--- config.mk ---
export PLATFORM = sky130hd
export DESIGN_NAME = calc1_req_driver_flat
export DESIGN_NICKNAME = d
export VERILOG_FILES = /design/src/rtl/calc1_req_driver_if.sv /design/src/rtl/calc1_req_driver.sv /design/src/flat_wrapper.sv
export SDC_FILE = /design/constraint.sdc
export NUM_CORES = 1
export LEC_CHECK = 0
export CELL_PAD_IN_SITES_DETAIL_PLACEMENT = 1
export CELL_PAD_IN_SITES_GLOBAL_PLACEMENT = 2
export CORE_ASPECT_RATIO = 0.8
export CORE_MARGIN = 2
export CORE_UTILIZATION = 37
export CTS_BUF_LIST = sky130_fd_sc_hd__clkbuf_8
export CTS_CLUSTER_SIZE = 24
export DETAILED_ROUTE_END_ITERATION = 10
export DONT_BUFFER_PORTS = 1
export GPL_TIMING_DRIVEN = 0
export PLACE_DENSITY_LB_ADDON = 0.1
export SLEW_MARGIN = 20
export SYNTH_ARGS = -nofsm -noshare
export SYNTH_HDL_FRONTEND = slang
export SYNTH_SLANG_ARGS = --single-unit
--- constraint.sdc ---
create_clock -name c_clk -period 2.1 [get_ports c_clk]
set_clock_uncertainty 0.05 [all_clocks]
set_input_delay 0.42 -clock c_clk [delete_from_list [all_inputs] [get_ports c_clk]]
set_output_delay 0.42 -clock c_clk [all_outputs]
set_load 0.05 [all_outputs]
--- src/rtl/calc1_req_driver_if.sv ---
// Handshake and port bundle between the calc1 request driver and its environment.
// master = the driver itself, slave = sequencer/bench plus the calc1 port.
interface calc1_req_driver_if #(
  parameter int STRAY_W = 8
);
  logic               txn_valid;
  logic               txn_ready;
  logic [3:0]         txn_cmd;
  logic [31:0]        txn_op1;
  logic [31:0]        txn_op2;
  logic [3:0]         req_cmd_out;
  logic [31:0]        req_data_out;
  logic [1:0]         resp_in;
  logic [31:0]        resp_data_in;
  logic               done_valid;
  logic               done_ready;
  logic [1:0]         done_resp;
  logic [31:0]        done_data;
  logic               done_timeout;
  logic               busy;
  logic [STRAY_W-1:0] stray_cnt;

  modport master (
    input  txn_valid, txn_cmd, txn_op1, txn_op2, resp_in, resp_data_in, done_ready,
    output txn_ready, req_cmd_out, req_data_out, done_valid, done_resp, done_data,
           done_timeout, busy, stray_cnt
  );

  modport slave (
    output txn_valid, txn_cmd, txn_op1, txn_op2, resp_in, resp_data_in, done_ready,
    input  txn_ready, req_cmd_out, req_data_out, done_valid, done_resp, done_data,
           done_timeout, busy, stray_cnt
  );
endinterface

--- src/rtl/calc1_req_driver.sv ---
// Serialises one upstream transaction onto the calc1 two-cycle request protocol
// and returns the port response (or a timeout) through a done handshake.
//
// state | meaning
// IDLE  | ready for a transaction, port quiet
// SEND1 | command + operand 1 on the port
// SEND2 | command 0 + operand 2 on the port
// WAIT  | timing the port response
// DONE  | result held until done_ready
module calc1_req_driver #(
  parameter int TIMEOUT = 64,
  parameter int STRAY_W = 8
) (
  input  logic          c_clk,
  input  logic          reset,
  calc1_req_driver_if.master bus
);

  typedef enum logic [2:0] {
    S_IDLE  = 3'd0,
    S_SEND1 = 3'd1,
    S_SEND2 = 3'd2,
    S_WAIT  = 3'd3,
    S_DONE  = 3'd4
  } state_t;

  localparam logic [7:0] TIMER_LAST = 8'(TIMEOUT - 1);
  localparam logic [STRAY_W-1:0] STRAY_ONE = {{(STRAY_W-1){1'b0}}, 1'b1};

  state_t             state_q, state_d;
  logic [7:0]         timer_q, timer_d;
  logic [31:0]        op2_q, op2_d;
  logic               txn_ready_q, txn_ready_d;
  logic [3:0]         req_cmd_q, req_cmd_d;
  logic [31:0]        req_data_q, req_data_d;
  logic               done_valid_q, done_valid_d;
  logic [1:0]         done_resp_q, done_resp_d;
  logic [31:0]        done_data_q, done_data_d;
  logic               done_timeout_q, done_timeout_d;
  logic               busy_q, busy_d;
  logic [STRAY_W-1:0] stray_cnt_q, stray_cnt_d;
  logic               resp_seen;

  always_comb begin
    resp_seen      = (bus.resp_in != 2'd0);
    state_d        = state_q;
    timer_d        = timer_q;
    op2_d          = op2_q;
    req_cmd_d      = 4'd0;
    req_data_d     = 32'd0;
    done_resp_d    = done_resp_q;
    done_data_d    = done_data_q;
    done_timeout_d = done_timeout_q;
    stray_cnt_d    = stray_cnt_q;

    case (state_q)
      S_IDLE: begin
        // Phase 1 is driven straight from the accepted inputs, so only op2 needs latching.
        if (bus.txn_valid && txn_ready_q) begin
          op2_d      = bus.txn_op2;
          req_cmd_d  = bus.txn_cmd;
          req_data_d = bus.txn_op1;
          state_d    = S_SEND1;
        end
      end
      S_SEND1: begin
        req_data_d = op2_q;
        state_d    = S_SEND2;
      end
      S_SEND2: begin
        timer_d = 8'd0;
        state_d = S_WAIT;
      end
      S_WAIT: begin
        if (resp_seen) begin
          done_resp_d    = bus.resp_in;
          done_data_d    = bus.resp_data_in;
          done_timeout_d = 1'b0;
          state_d        = S_DONE;
        end else if (timer_q == TIMER_LAST) begin
          done_resp_d    = 2'd0;
          done_data_d    = 32'd0;
          done_timeout_d = 1'b1;
          state_d        = S_DONE;
        end else begin
          timer_d = timer_q + 8'd1;
        end
      end
      S_DONE: begin
        if (bus.done_ready) state_d = S_IDLE;
      end
      default: state_d = S_IDLE;
    endcase

    if (resp_seen && (state_q != S_WAIT) && (stray_cnt_q != {STRAY_W{1'b1}}))
      stray_cnt_d = stray_cnt_q + STRAY_ONE;

    txn_ready_d  = (state_d == S_IDLE);
    done_valid_d = (state_d == S_DONE);
    busy_d       = (state_d != S_IDLE);
  end

  always_ff @(posedge c_clk) begin
    if (reset) begin
      state_q        <= S_IDLE;
      timer_q        <= 8'd0;
      op2_q          <= 32'd0;
      txn_ready_q    <= 1'b0;
      req_cmd_q      <= 4'd0;
      req_data_q     <= 32'd0;
      done_valid_q   <= 1'b0;
      done_resp_q    <= 2'd0;
      done_data_q    <= 32'd0;
      done_timeout_q <= 1'b0;
      busy_q         <= 1'b0;
      stray_cnt_q    <= '0;
    end else begin
      state_q        <= state_d;
      timer_q        <= timer_d;
      op2_q          <= op2_d;
      txn_ready_q    <= txn_ready_d;
      req_cmd_q      <= req_cmd_d;
      req_data_q     <= req_data_d;
      done_valid_q   <= done_valid_d;
      done_resp_q    <= done_resp_d;
      done_data_q    <= done_data_d;
      done_timeout_q <= done_timeout_d;
      busy_q         <= busy_d;
      stray_cnt_q    <= stray_cnt_d;
    end
  end

  assign bus.txn_ready    = txn_ready_q;
  assign bus.req_cmd_out  = req_cmd_q;
  assign bus.req_data_out = req_data_q;
  assign bus.done_valid   = done_valid_q;
  assign bus.done_resp    = done_resp_q;
  assign bus.done_data    = done_data_q;
  assign bus.done_timeout = done_timeout_q;
  assign bus.busy         = busy_q;
  assign bus.stray_cnt    = stray_cnt_q;

endmodule

--- src/flat_wrapper.sv ---
// flat-port wrapper written by rule: the top's interface ports become plain ports
module calc1_req_driver_flat 
#(
  parameter int TIMEOUT = 64,
  parameter int STRAY_W = 8
)
  (c_clk, reset, bus_txn_valid, bus_txn_cmd, bus_txn_op1, bus_txn_op2, bus_resp_in, bus_resp_data_in, bus_done_ready, bus_txn_ready, bus_req_cmd_out, bus_req_data_out, bus_done_valid, bus_done_resp, bus_done_data, bus_done_timeout, bus_busy, bus_stray_cnt);
  calc1_req_driver_if #(.STRAY_W(STRAY_W)) bus_i ();
  input  logic c_clk;
  input  logic reset;
  input wire logic [$bits(bus_i.txn_valid)-1:0] bus_txn_valid;
  input wire logic [$bits(bus_i.txn_cmd)-1:0] bus_txn_cmd;
  input wire logic [$bits(bus_i.txn_op1)-1:0] bus_txn_op1;
  input wire logic [$bits(bus_i.txn_op2)-1:0] bus_txn_op2;
  input wire logic [$bits(bus_i.resp_in)-1:0] bus_resp_in;
  input wire logic [$bits(bus_i.resp_data_in)-1:0] bus_resp_data_in;
  input wire logic [$bits(bus_i.done_ready)-1:0] bus_done_ready;
  output wire logic [$bits(bus_i.txn_ready)-1:0] bus_txn_ready;
  output wire logic [$bits(bus_i.req_cmd_out)-1:0] bus_req_cmd_out;
  output wire logic [$bits(bus_i.req_data_out)-1:0] bus_req_data_out;
  output wire logic [$bits(bus_i.done_valid)-1:0] bus_done_valid;
  output wire logic [$bits(bus_i.done_resp)-1:0] bus_done_resp;
  output wire logic [$bits(bus_i.done_data)-1:0] bus_done_data;
  output wire logic [$bits(bus_i.done_timeout)-1:0] bus_done_timeout;
  output wire logic [$bits(bus_i.busy)-1:0] bus_busy;
  output wire logic [$bits(bus_i.stray_cnt)-1:0] bus_stray_cnt;
  assign bus_i.txn_valid = bus_txn_valid;
  assign bus_i.txn_cmd = bus_txn_cmd;
  assign bus_i.txn_op1 = bus_txn_op1;
  assign bus_i.txn_op2 = bus_txn_op2;
  assign bus_i.resp_in = bus_resp_in;
  assign bus_i.resp_data_in = bus_resp_data_in;
  assign bus_i.done_ready = bus_done_ready;
  assign bus_txn_ready = bus_i.txn_ready;
  assign bus_req_cmd_out = bus_i.req_cmd_out;
  assign bus_req_data_out = bus_i.req_data_out;
  assign bus_done_valid = bus_i.done_valid;
  assign bus_done_resp = bus_i.done_resp;
  assign bus_done_data = bus_i.done_data;
  assign bus_done_timeout = bus_i.done_timeout;
  assign bus_busy = bus_i.busy;
  assign bus_stray_cnt = bus_i.stray_cnt;
  calc1_req_driver #(.TIMEOUT(TIMEOUT), .STRAY_W(STRAY_W)) u_core (.c_clk(c_clk), .reset(reset), .bus(bus_i));
endmodule
==> reports/results.ini <==
[critical_path]
crit_fanout = 7
required_ns = 2.37
arrival_ns = 2.25
critPathKind = flop to flop
cp-end-kind = flop
start_kind = flop

[power_and_ir_drop]
ir_drop_uv = 478
clkPwrFrac = 0.402
combPwrFrac = 0.078
p_leak_nw = 1.77
total_power_mw = 5.21
p_switching_mw = 1.54
pwr_density_cell_nw_per_um2 = 1040
power.internal_mw = 3.67
switching_share = 0.296
p_seq_frac = 0.520

[global_routing]
gr-usage-all-layers = 0.196
antenna_found_initial = 0
met1_usage = 0.253
use_met2 = 0.302
top_usage_layer = met2
grt_max_degree = 17
grt.met3_usage = 0.0766
grt_pass1_wl_um = 19300
grt.overflow.total = 0
first_global_vias = 3583

[routing]
vias = 3520
drt_wl_total_um = 12600
first_pass_iters = 4
dr.first_iter.drc_count = 121
via_per_inst = 5.44
route.detailed.drc = 0
route.detailed.wl_per_inst_um = 19.5
final_antenna_net_count = 0

[finish]
final_cell_mix = dfxtp_1 (118), nand2_1 (74), a21oi_1 (51)
drive_above_1_share = 0.130
multi_input_area_um2 = 1750
fin_area_um2 = 5030
antenna_cells = 0
seqCellArea_um2 = 2510
num-fill-cells = 1328
synthToLayoutAreaGrowth_pct = 15.2
final_common_cell = dfxtp_1
fin_nets = 594

[timing]
slew_violations = 0
grt_setup_unrepaired = false
tightest_slew_ns = 0.708
finalCritPeriodShare = 0.941
setup_viol = 0
slew_headroom = 0.528
tns_ns = 0
hold_slack_ns = 0.0645
fmax_mhz = 506
finalHoldViolCount = 0
fin_crit_ns = 1.98

[die]
start_util = 0.379
pin_count = 188
die_x_um = 125
num_rows = 35
die_area_um2 = 12700
core_um2 = 11500
fp.dieH_um = 101

[clock_tree]
h-tree-depth = 4
root_buffer = clkbuf_8
insertion_delay_ns = 0.43
clkTransAtPathRegs_ns = 0.08
numCtsBuffers = 17
clock-sinks = 125
cts_tree = built
cts_buffer_depth = 2

[place]
io_buffers = 0
dp_hpwl_um = 9300
gp_congestion = 0.751
placed_area_um2 = 4550

[synthesis]
ys_warn_count = 0
synth_cells = 463
synth-edff-count = 0
yosysTopAreaCell = dfxtp_1
synth.avg_cell_area_um2 = 9.43
yosysSeqAreaShare = 0.573
ys_types = 40
ys_top_cells_by_area = dfxtp_1 (57%), a22o_1 (6.4%), nand2_1 (6.4%), a21oi_1 (6.0%), a22oi_1 (5.5%)
synth_ff_type = dfxtp_1
netlist.area_leader.share = 0.573
syn_nets = 571
syn_area_um2 = 4370
async_reset_ff_frac = 0
synth_seq_cells = 125

[status]
status = completed

[flow_run]
cap_viol_max_count = 0

[hold_path]
hold_path.class = input pin to flop

-- cells in the mapped netlist, drive strengths merged (2+ instances only) --
| master | n |
|---|---|
| o21ai | 8 |
| buf | 4 |
| nand3b | 2 |
| a21oi | 52 |
| or4 | 3 |
| a31oi | 2 |
| a211oi | 4 |
| or3 | 7 |
| a22oi | 32 |
| mux2 | 3 |
| nand2b | 3 |
| nor2b | 3 |
| nand2 | 74 |
| a22o | 32 |
| clkbuf | 29 |
| nor2 | 41 |
| nand4 | 3 |
| inv | 4 |
| nor3 | 4 |
| o31ai | 3 |
| nand3 | 3 |
| ha | 2 |
| dfxtp | 125 |
| nor3b | 5 |
-- final timing paths --
kind | startpoint | end | slack, ns | depth (start not counted)
worst min-delay path | bus_resp_data_in[4] | u_core.bus.done_data[4]$_SDFFE_PP0P_ | 0.06 | 1
worst max-delay path | u_core.bus.stray_cnt[2]$_SDFFE_PP0P_ | u_core.bus.stray_cnt[5]$_SDFFE_PP0P_ | 0.12 | 4
worst max register to register | u_core.bus.stray_cnt[2]$_SDFFE_PP0P_ | u_core.bus.stray_cnt[5]$_SDFFE_PP0P_ | 0.12 | 4
worst min register to register | u_core.op2_q[9]$_SDFFE_PP0P_ | u_core.op2_q[9]$_SDFFE_PP0P_ | 0.41 | 2
-- worst max-delay path, stage by stage, from the launching register on --
cell	delay, ns
dfxtp_1	0.78
and3_1	0.24
nand3_1	0.16
a211oi_1	0.28
mux2_2	0.36
-- per-layer routing --
layer  share of wire  vias to the layer above
met4           0.011                        0
met3           0.075                       11
met5               0                        -
li1                -                     1698
met2            0.45                      123
met1            0.46                     1688
-- sequential cells by signal, indices dropped and copies added, names as in the netlist --
signal                   flops
u_core.bus.done_data        32
u_core.bus.stray_cnt         8
u_core.op2_q                32
u_core.bus.done_timeout      1
u_core.state_q               3
u_core.bus.req_cmd_out       4
u_core.bus.done_resp         2
u_core.bus.req_data_out     32
u_core.bus.done_valid        1
u_core.bus.busy              1
u_core.timer_q               8
u_core.bus.txn_ready         1
-- cell families (layout without fill, tap and decap cells) --
logic type	after synthesis	count (layout)	share of synthesized area
adder cells (fa/ha/maj)	2	2	0.00573
multiplexers	4	4	0.0100
AO/OA/AOI/OAI	140	140	0.217
flip-flops	125	125	0.573
buffers and inverters	37	73	0.0344
AND/OR/NAND/NOR	155	155	0.160
-- power groups by stage --
| stage | combinational, mW | clock, mW | sequential (mW) |
|---|---|---|---|
| floorplan | 0.276 | 0 | 2.74 |
| global placement | 0.380 | 0 | 2.76 |
| detailed placement | 0.394 | 0 | 2.76 |
| CTS | 0.397 | 2.15 | 2.71 |
| global route | 0.459 | 2.27 | 2.72 |
| finish | 0.406 | 2.10 | 2.71 |
-- final cells by class --
type,count,area share
Sequential cell,125,0.499
Buffer,33,0.0286
Multi-Input combinational cell,301,0.348
Inverter,4,0.00299
Clock buffer,17,0.0465
Clock inverter,15,0.0316
Tap cell,148,0.0368
Timing Repair Buffer,4,0.00597
-- metrics by stage --
| stage | cells | util | worst slack, ns |
|---|---|---|---|
| 3_3_place_gp | 611 | 0.395 | -0.255 |
| 4_1_cts | 643 | 0.432 | 0.00320 |
| 5_1_grt | 647 | 0.437 | 0.00562 |
| 6_report | 647 | 0.437 | 0.123 |
| 2_1_floorplan | 463 | - | 0.212 |
| 3_5_place_dp | 611 | 0.395 | -0.270 |
-- timing repair --
action	in CTS	in global routing
gates resized for setup	13	15
setup buffers	0	4
hold buffers	0	0
setup endpoints to repair	82	102
pin swaps	0	1
Note: power is estimated with default switching activity, not from simulation.
